<file path="config.mk">
export PLATFORM = sky130hd
export DESIGN_NAME = mac_operand_feeder
export DESIGN_NICKNAME = d
export VERILOG_FILES = /design/src/rtl/mac_feed_pkg.sv /design/src/rtl/mac_pair_fifo.sv /design/src/rtl/mac_operand_feeder.sv
export SDC_FILE = /design/constraint.sdc
export NUM_CORES = 1
export LEC_CHECK = 0
export ABC_CLOCK_PERIOD_IN_PS = 6700
export BUFFER_PORTS_ARGS = -buffer_cell sky130_fd_sc_hd__buf_2
export CAP_MARGIN = 40
export CORE_MARGIN = 4
export CORE_UTILIZATION = 64
export CTS_CLUSTER_DIAMETER = 200
export DETAILED_ROUTE_END_ITERATION = 10
export GPL_TIMING_DRIVEN = 0
export HOLD_SLACK_MARGIN = 0.05
export PLACE_DENSITY = 0.84
export SYNTH_ARGS = -nofsm -noshare
export SYNTH_HDL_FRONTEND = slang
export SYNTH_SLANG_ARGS = --single-unit
</file>
<file path="constraint.sdc">
create_clock -name clk -period 6.7 [get_ports clk]
set_input_delay 0.335 -clock clk [delete_from_list [all_inputs] [get_ports clk]]
set_output_delay 0.335 -clock clk [all_outputs]
set_load 0.02 [all_outputs]
</file>
<file path="src/rtl/mac_feed_pkg.sv">
// rtl/mac_feed_pkg.sv - shared widths, FSM state enum and FIFO entry type for the MAC operand feeder
package mac_feed_pkg;

  localparam int OPND_W = 8;
  localparam int ACC_W  = 16;

  typedef enum logic [1:0] {
    IDLE  = 2'd0,
    CLEAR = 2'd1,
    RUN   = 2'd2,
    DONE  = 2'd3
  } feed_state_t;

  typedef struct packed {
    logic [OPND_W-1:0] a;
    logic [OPND_W-1:0] b;
    logic              last;
  } pair_entry_t;

endpackage

</file>
<file path="src/rtl/mac_pair_fifo.sv">
// rtl/mac_pair_fifo.sv - synchronous operand-pair FIFO, no same-cycle pass-through
module mac_pair_fifo
  import mac_feed_pkg::*;
#(
  parameter int DEPTH = 8
) (
  input  logic        clk,
  input  logic        aclr,
  input  logic        push,
  input  logic        pop,
  input  pair_entry_t wr_entry,
  output pair_entry_t rd_entry,
  output logic        full,
  output logic        empty
);

  localparam int AW = $clog2(DEPTH);
  localparam logic [AW:0] PTR_ONE = {{AW{1'b0}}, 1'b1};

  pair_entry_t mem [DEPTH];
  logic [AW:0] wr_ptr;
  logic [AW:0] rd_ptr;

  // Extra pointer MSB distinguishes full from empty when the indices match.
  assign empty    = (wr_ptr == rd_ptr);
  assign full     = (wr_ptr[AW] != rd_ptr[AW]) && (wr_ptr[AW-1:0] == rd_ptr[AW-1:0]);
  assign rd_entry = mem[rd_ptr[AW-1:0]];

  // Pointer advance; guarded so an over-push or over-pop is ignored.
  always_ff @(posedge clk or posedge aclr) begin
    if (aclr) begin
      wr_ptr <= '0;
      rd_ptr <= '0;
    end else begin
      if (push && !full) wr_ptr <= wr_ptr + PTR_ONE;
      if (pop && !empty) rd_ptr <= rd_ptr + PTR_ONE;
    end
  end

  // Storage write; contents need no reset since the pointers define validity.
  always_ff @(posedge clk) begin
    if (push && !full) mem[wr_ptr[AW-1:0]] <= wr_entry;
  end

endmodule

</file>
<file path="src/rtl/mac_operand_feeder.sv">
// rtl/mac_operand_feeder.sv - frames operand pairs into MAC clear/issue/done sequences; MAC_FEED_PERF_EN adds bubble_cnt
module mac_operand_feeder
  import mac_feed_pkg::*;
#(
  parameter int DEPTH = 8,
  parameter int LEN_W = 8
) (
  input  logic              clk,
  input  logic              aclr,
  input  logic              in_valid,
  output logic              in_ready,
  input  logic [OPND_W-1:0] in_a,
  input  logic [OPND_W-1:0] in_b,
  input  logic              in_last,
  output logic [OPND_W-1:0] ina,
  output logic [OPND_W-1:0] inb,
  output logic              acc_clr,
  output logic              frame_done,
  output logic [LEN_W-1:0]  frame_len
`ifdef MAC_FEED_PERF_EN
  ,
  output logic [LEN_W-1:0]  bubble_cnt
`endif
);

  localparam logic [LEN_W-1:0] LEN_MAX = '1;
  localparam logic [LEN_W-1:0] LEN_ONE = {{(LEN_W-1){1'b0}}, 1'b1};

  feed_state_t state;
  feed_state_t next_state;
  pair_entry_t wr_entry;
  pair_entry_t head;
  logic        fifo_full;
  logic        fifo_empty;
  logic        push;
  logic        pop;
  logic        last_q;

  assign in_ready = !fifo_full;
  assign push     = in_valid && in_ready;
  assign wr_entry = '{a: in_a, b: in_b, last: in_last};

  mac_pair_fifo #(.DEPTH(DEPTH)) u_fifo (
    .clk      (clk),
    .aclr     (aclr),
    .push     (push),
    .pop      (pop),
    .wr_entry (wr_entry),
    .rd_entry (head),
    .full     (fifo_full),
    .empty    (fifo_empty)
  );

  // State register.
  always_ff @(posedge clk or posedge aclr) begin
    if (aclr) state <= IDLE;
    else      state <= next_state;
  end

  // Next state plus pop decision. Outputs are registered, so the pair for a
  // RUN cycle is popped on the edge that enters that cycle.
  always_comb begin
    next_state = state;
    pop        = 1'b0;
    case (state)
      IDLE:    if (!fifo_empty) next_state = CLEAR;
      CLEAR:   next_state = RUN;
      RUN:     if (last_q) next_state = DONE;
      DONE:    next_state = fifo_empty ? IDLE : CLEAR;
      default: next_state = IDLE;
    endcase
    pop = (next_state == RUN) && !fifo_empty;
  end

  // Registered MAC-side outputs and the saturating issue counter.
  always_ff @(posedge clk or posedge aclr) begin
    if (aclr) begin
      ina        <= '0;
      inb        <= '0;
      acc_clr    <= 1'b0;
      frame_done <= 1'b0;
      frame_len  <= '0;
      last_q     <= 1'b0;
    end else begin
      acc_clr    <= (next_state == CLEAR);
      frame_done <= (next_state == DONE);
      last_q     <= pop && head.last;
      ina        <= pop ? head.a : '0;
      inb        <= pop ? head.b : '0;
      if (next_state == CLEAR) frame_len <= '0;
      else if (pop && (frame_len != LEN_MAX)) frame_len <= frame_len + LEN_ONE;
    end
  end

`ifdef MAC_FEED_PERF_EN
  // Counts RUN cycles that carry a bubble because the FIFO ran dry.
  always_ff @(posedge clk or posedge aclr) begin
    if (aclr) begin
      bubble_cnt <= '0;
    end else if (next_state == CLEAR) begin
      bubble_cnt <= '0;
    end else if ((next_state == RUN) && !pop && (bubble_cnt != LEN_MAX)) begin
      bubble_cnt <= bubble_cnt + LEN_ONE;
    end
  end
`endif

endmodule

</file>
### Word-level counts from Yosys, hierarchy flattened

Memory sizes are Yosys's and may differ from the RTL's.
Index checks and enable logic that the tools add are counted.

| operators by class | value |
|---|---|
| add/subtract/negate cells | 3 |
| equality and inequality tests | 10 |
| mux-type cells | 10 |
| reductions and logical operators | 11 |

Operator list:

| kind | count |
|---|---|
| $mux 8 | 4 |
| $add 4x1->4 const B | 2 |
| $add 8x1->8 const B | 1 |
| $eq 2x2->1 const B | 4 |
| $ne 8x8->1 const B | 1 |
| $pmux 2 s4 | 1 |
| $logic_and 1x1->1 | 7 |
| $eq 2x1->1 const B | 2 |
| $eq 4x4->1 | 1 |
| $mux 2 | 2 |
| $eq 3x3->1 | 1 |
| $mux 1 | 3 |
| $logic_not 1->1 | 2 |
| $logic_not 2->1 | 1 |
| $reduce_bool 2->1 | 1 |
| $ne 1x1->1 | 1 |

| storage, ports and cells | value |
|---|---|
| register bits after elaboration | 37 |
| bits in writable memories | 136 |
| input bits | 20 |
| word-level logic and storage cells | 44 |
| memories kept | 1 |

Memories:

| name | depth | bits a word | rd ports | clocked after Yosys merged registers in | wr ports | line | text |
|---|---|---|---|---|---|---|---|
| u_fifo.mem | 8 | 17 | 1 | 0 | 1 | mac_pair_fifo.sv:20 | `pair_entry_t mem [DEPTH];` |

### Depth between registers and ports, before layout

| depth | value |
|---|---|
| depth after elaboration | 8 |
| depth in mapped cells | 9 |

### By module

Synthesis repeated with hierarchy kept, for this count alone.

| second synthesis, totals | value |
|---|---|
| cells, all modules | 360 |
| area total of the unflattened synthesis | 7023.0 µm² |

Modules (own cells, without submodules):

| module | instances | cells each | area each (µm²) |
|---|---|---|---|
| mac_pair_fifo | 1 | 256 | 5784.3 |
| mac_operand_feeder | 1 | 104 | 1238.7 |

### Worst setup path before layout

Ideal clock, no wire load.

| path | value |
|---|---|
| path type | register to register |
| start point | register u_fifo.rd_ptr[1] |
| end point | memory u_fifo.mem[0][0] (netlist bit), enable pin |
| library setup time | 0.413 ns |
| arrival | 2.585 ns |
| data required time | 6.287 ns |
| setup slack | 3.702 ns |
| stages on the path, launching flop included | 7 |
| path buffers | 1 |
| clock period less this slack | 2.998 ns |
| cells stage by stage | dfrtp_1 -> buf_4 -> xnor2_1 -> nand4_1 -> nand2_1 -> or2_2 -> nor3_1 |

| on the way | value |
|---|---|
| word-level cells in the longest chain between the ends | 7 |

Ends and longest elaborated chain:

| element | line | text |
|---|---|---|
| from (decl) | mac_pair_fifo.sv:22 | `logic [AW:0] rd_ptr;` |
| from (signal assigned) | mac_pair_fifo.sv:36 | `if (pop && !empty) rd_ptr <= rd_ptr + PTR_ONE;` |
| $eq 3x3->1 (*) | mac_pair_fifo.sv:26 | `assign full = (wr_ptr[AW] != rd_ptr[AW]) && (wr_ptr[AW-1:0] == rd_ptr[AW-1:0]);` |
| $logic_and 1x1->1 (*) | mac_pair_fifo.sv:26 |  |
| $logic_not 1->1 (*) | mac_operand_feeder.sv:39 | `assign in_ready = !fifo_full;` |
| via in_ready | mac_operand_feeder.sv:11 | `output logic in_ready,` |
| $logic_and 1x1->1 | mac_operand_feeder.sv:40 | `assign push = in_valid && in_ready;` |
| $logic_and 1x1->1 (*) | mac_pair_fifo.sv:42 | `if (push && !full) mem[wr_ptr[AW-1:0]] <= wr_entry;` |
| $mux 1 (*) | mac_pair_fifo.sv:42 |  |
| $mux 1 (not written as such) (*) | mac_pair_fifo.sv:42 |  |
| to (decl) | mac_pair_fifo.sv:20 |  |

Mark *: on every way through the listed nets, which the timed path passes. The rest lies on a longest branch.

### Worst setup path in the final report

| path | value |
|---|---|
| start point | register u_fifo.rd_ptr[1] |
| end point | memory u_fifo.mem[4][11] (netlist bit), enable pin |

| on the way | value |
|---|---|
| word-level cells in the longest chain between the ends | 7 |

Ends and longest elaborated chain:

| element | line |
|---|---|
| $eq 3x3->1 (*) | mac_pair_fifo.sv:26 |
| $logic_and 1x1->1 (*) | mac_pair_fifo.sv:26 |
| $logic_not 1->1 (*) | mac_pair_fifo.sv:42, mac_operand_feeder.sv:39 |
| $logic_and 1x1->1 | mac_operand_feeder.sv:40 |
| $logic_and 1x1->1 (*) | mac_pair_fifo.sv:42 |
| $mux 1 (*) | mac_pair_fifo.sv:42 |
| $mux 1 (not written as such) (*) | mac_pair_fifo.sv:42 |

Every way passes the cells marked *; elsewhere a longest branch is shown, timed or not.

==> flow_summary.ini <==
[power_and_ir_drop]
peakVddDrop_mv = 0.244
p_comb_share_pct = 33.7
p_seq_share_pct = 40.0
power_w = 0.00361
power_density_nw_per_um2 = 458
pwr-share-clk_pct = 26.3
p_int_w = 0.00245
p_leak_nw = 2.94
switchingPower_w = 0.00116
swShare_pct = 32.0

[grt]
grt_overflow = 0
grt_pass1_vias = 3472
use_met1_pct = 35.6
grt_max_degree = 30
met3_usage_pct = 5.59
use_met2_pct = 38.9
antenna_found_initial = 0
grt.busiest_layer = met2
grt_usage_pct = 25.2
grt_pass1_wl_mm = 20.9

[synthesis]
synth_async_sr_flop_share_pct = 21.4
synth_top_cell_area_share_pct = 61.0
synth_area_per_cell_um2 = 19.6
synth_area_leaders = edfxtp_1, dfrtp_1, mux4_2
synth_nets = 368
yosys.area.top_type = edfxtp_1
syn-cell-area_um2 = 6700
ys_types = 36
ys_seq_area_share_pct = 74.8
syn_inst = 342
ys_seq_elements = 173
ys_warn_count = 0
synth_ff_type = edfxtp_1
synth-edff-count = 136

[routing]
vias = 3479
totalWireLength_mm = 13.9
drcViolationCount = 0
drtPass1Iterations = 6
viasPerCell = 6.11
wl_per_cell_um = 24.5
final_antenna_net_count = 0
drt_iter0_markers = 326

[critical_path]
critPathRequiredTime_ns = 6.93
cp_data_arrival_time_ns = 2.89
critPathCaptureType = flip-flop
worstSetupStartpointType = flip-flop
cp_max_fo = 10
crit_chain = buf_4 -> xnor2_1 -> nand4_1 -> nand2_1 -> or2_2 -> nor2_2 -> buf_6
crit_path_max_incr_delay_ns = 0.66
crit_type = flip-flop to flip-flop
rrSetupSlack_ns = 4.04
critPathSlowestCell = nor2_2

[layout]
drive_above_1_share_pct = 35.3
area_delta_synth_final_pct = 17.5
antenna-diode-count = 0
nFillCells = 581
finalNetCount = 446

[floorplan]
initial_core_util_pct = 65.2
top_level_ports = 47
dieArea_um2 = 12200
core_um2 = 10300
dieHeight_um = 110
rows = 37
die_w_um = 110

[timing]
finalHoldViolCount = 0
rsz0062_at_grt = no
setup_viol = 0
min_period_ns = 2.66
slew-limit-headroom_pct = 43.4
fin_crit_sh_pct = 39.7
fin_setup_tns_ns = 0
whs_ns = 0.0725
worst_pin_slew_ns = 0.848
clock.fmax_mhz = 376
slew_viol_final = 0
finClkSkew_ns = 0.00750

[worst_hold_path]
hold_path.class = primary input to flip-flop

[cts]
cts_buffers = 17
cts_tree = done
clk_path_buf_depth = 2
clkLatencyLatePin_ns = 0.52
cts-resized-gates = 0
clock-sinks = 173
path_clk_slew_ns = 0.07
htreeDepth = 4
cts-root-buf = clkbuf_8

[placement]
place_congestion = 0.705
dp_hpwl_mm = 8.29
numPortBuffers = 46

[job]
drv_cap = 0

[status]
status = complete, no violations
-- power by group through the flow --
stage          Combinational, W  Sequential, W  Clock (W)
3_3_place_gp            0.00112        0.00145          0
3_5_place_dp            0.00120        0.00145          0
5_1_grt                 0.00131        0.00146    0.00101
2_1_floorplan          0.000820        0.00148          0
6_report                0.00121        0.00144   0.000949
4_1_cts                 0.00123        0.00144   0.000953
-- final cells by class --
type	instances	area [µm²]	area share [%]
multi-input combinational	149	1590	20.2
buffer	16	109	1.38
clock inverter	8	78.8	1.00
timing repair buffer	59	395	5.02
tap	136	170	2.16
sequential	173	5010	63.7
inverter	4	15.0	0.191
clock buffer	24	502	6.38
-- cells by family (layout without fill, tap and decap cells) --
kind of cell               count (synthesis)  after routing  synth area share, %
adders and majority gates                  6              6                 1.12
xor gates and xnor gates                  15             15                 1.96
AOI/OAI and AO/OA                         11             11                 1.23
and+or+nand+nor                           63             63                 4.52
DFF                                      173            173                 74.8
muxes                                     54             54                 14.5
buffers and inverters                     20            111                 1.85
-- worst paths after layout --
check                            startpoint                end  cells after the start
max reg2reg                u_fifo.rd_ptr[1]  u_fifo.mem[4][11]                      7
min reg2reg                u_fifo.rd_ptr[3]   u_fifo.rd_ptr[3]                      1
max                        u_fifo.rd_ptr[1]  u_fifo.mem[4][11]                      7
max in group asynchronous              aclr             ina[2]                      4
min                                 in_b[3]   u_fifo.mem[0][4]                      1
min in group asynchronous              aclr             ina[6]                      3
-- critical path, delay by kind of cell (launching register included) --
family                    cells  cell delay [ns]
xor gates and xnor gates      1             0.15
and+or+nand+nor               4             1.35
DFF                           1             0.40
buffers and inverters         2             0.46
-- placed cells by master (no fill, tap or decap), types with 4 or more instances in the layout --
cell / instances
buf_2: 55
buf_6: 11
buf_8: 4
clkbuf_1: 4
clkbuf_16: 17
clkbuf_8: 5
dfrtp_1: 37
edfxtp_1: 136
ha_1: 6
mux2i_1: 17
mux4_2: 34
nand2_1: 5
nand3_1: 5
nor2_1: 27
nor2_2: 6
o21ai_0: 4
xnor2_1: 10
xor2_1: 5
-- through the flow --
step           area [µm²]  worst slack [ns]  std cells  util, %
6_report             7870              4.04        569     76.6
5_1_grt              7870              3.90        569     76.6
4_1_cts              7870              4.03        569     76.6
3_5_place_dp         7280              4.05        536     70.8
3_3_place_gp         7100              2.69        524     69.1
2_1_floorplan        6700              3.70        342        -
-- flip-flops by register name, indices dropped and copies added (netlist names) --
name	flops
frame_done	1
state	2
inb	8
u_fifo.wr_ptr	4
acc_clr	1
ina	8
last_q	1
u_fifo.mem	136
frame_len	8
u_fifo.rd_ptr	4
-- Yosys cell counts, types with 5 or more instances --
library cell and number:
edfxtp_1 136, dfrtp_1 37, mux2i_1 17, xor2_1 5, nand3_1 5, nand2_1 5
mux4_2 34, ha_1 6, xnor2_1 10, nor2_1 33, buf_2 9
-- repair_timing --
action,CTS,global route
setup buffers,0,0
hold buffers,1,0
hold endpoints to repair,37,0
-- routing by layer --
metal	up-vias	wire, µm
met4	0	386
met2	143	6930
li1	1492	-
met5	-	0
met3	34	774
met1	1810	5840
No activity file was read; power rests on OpenSTA's default activity.
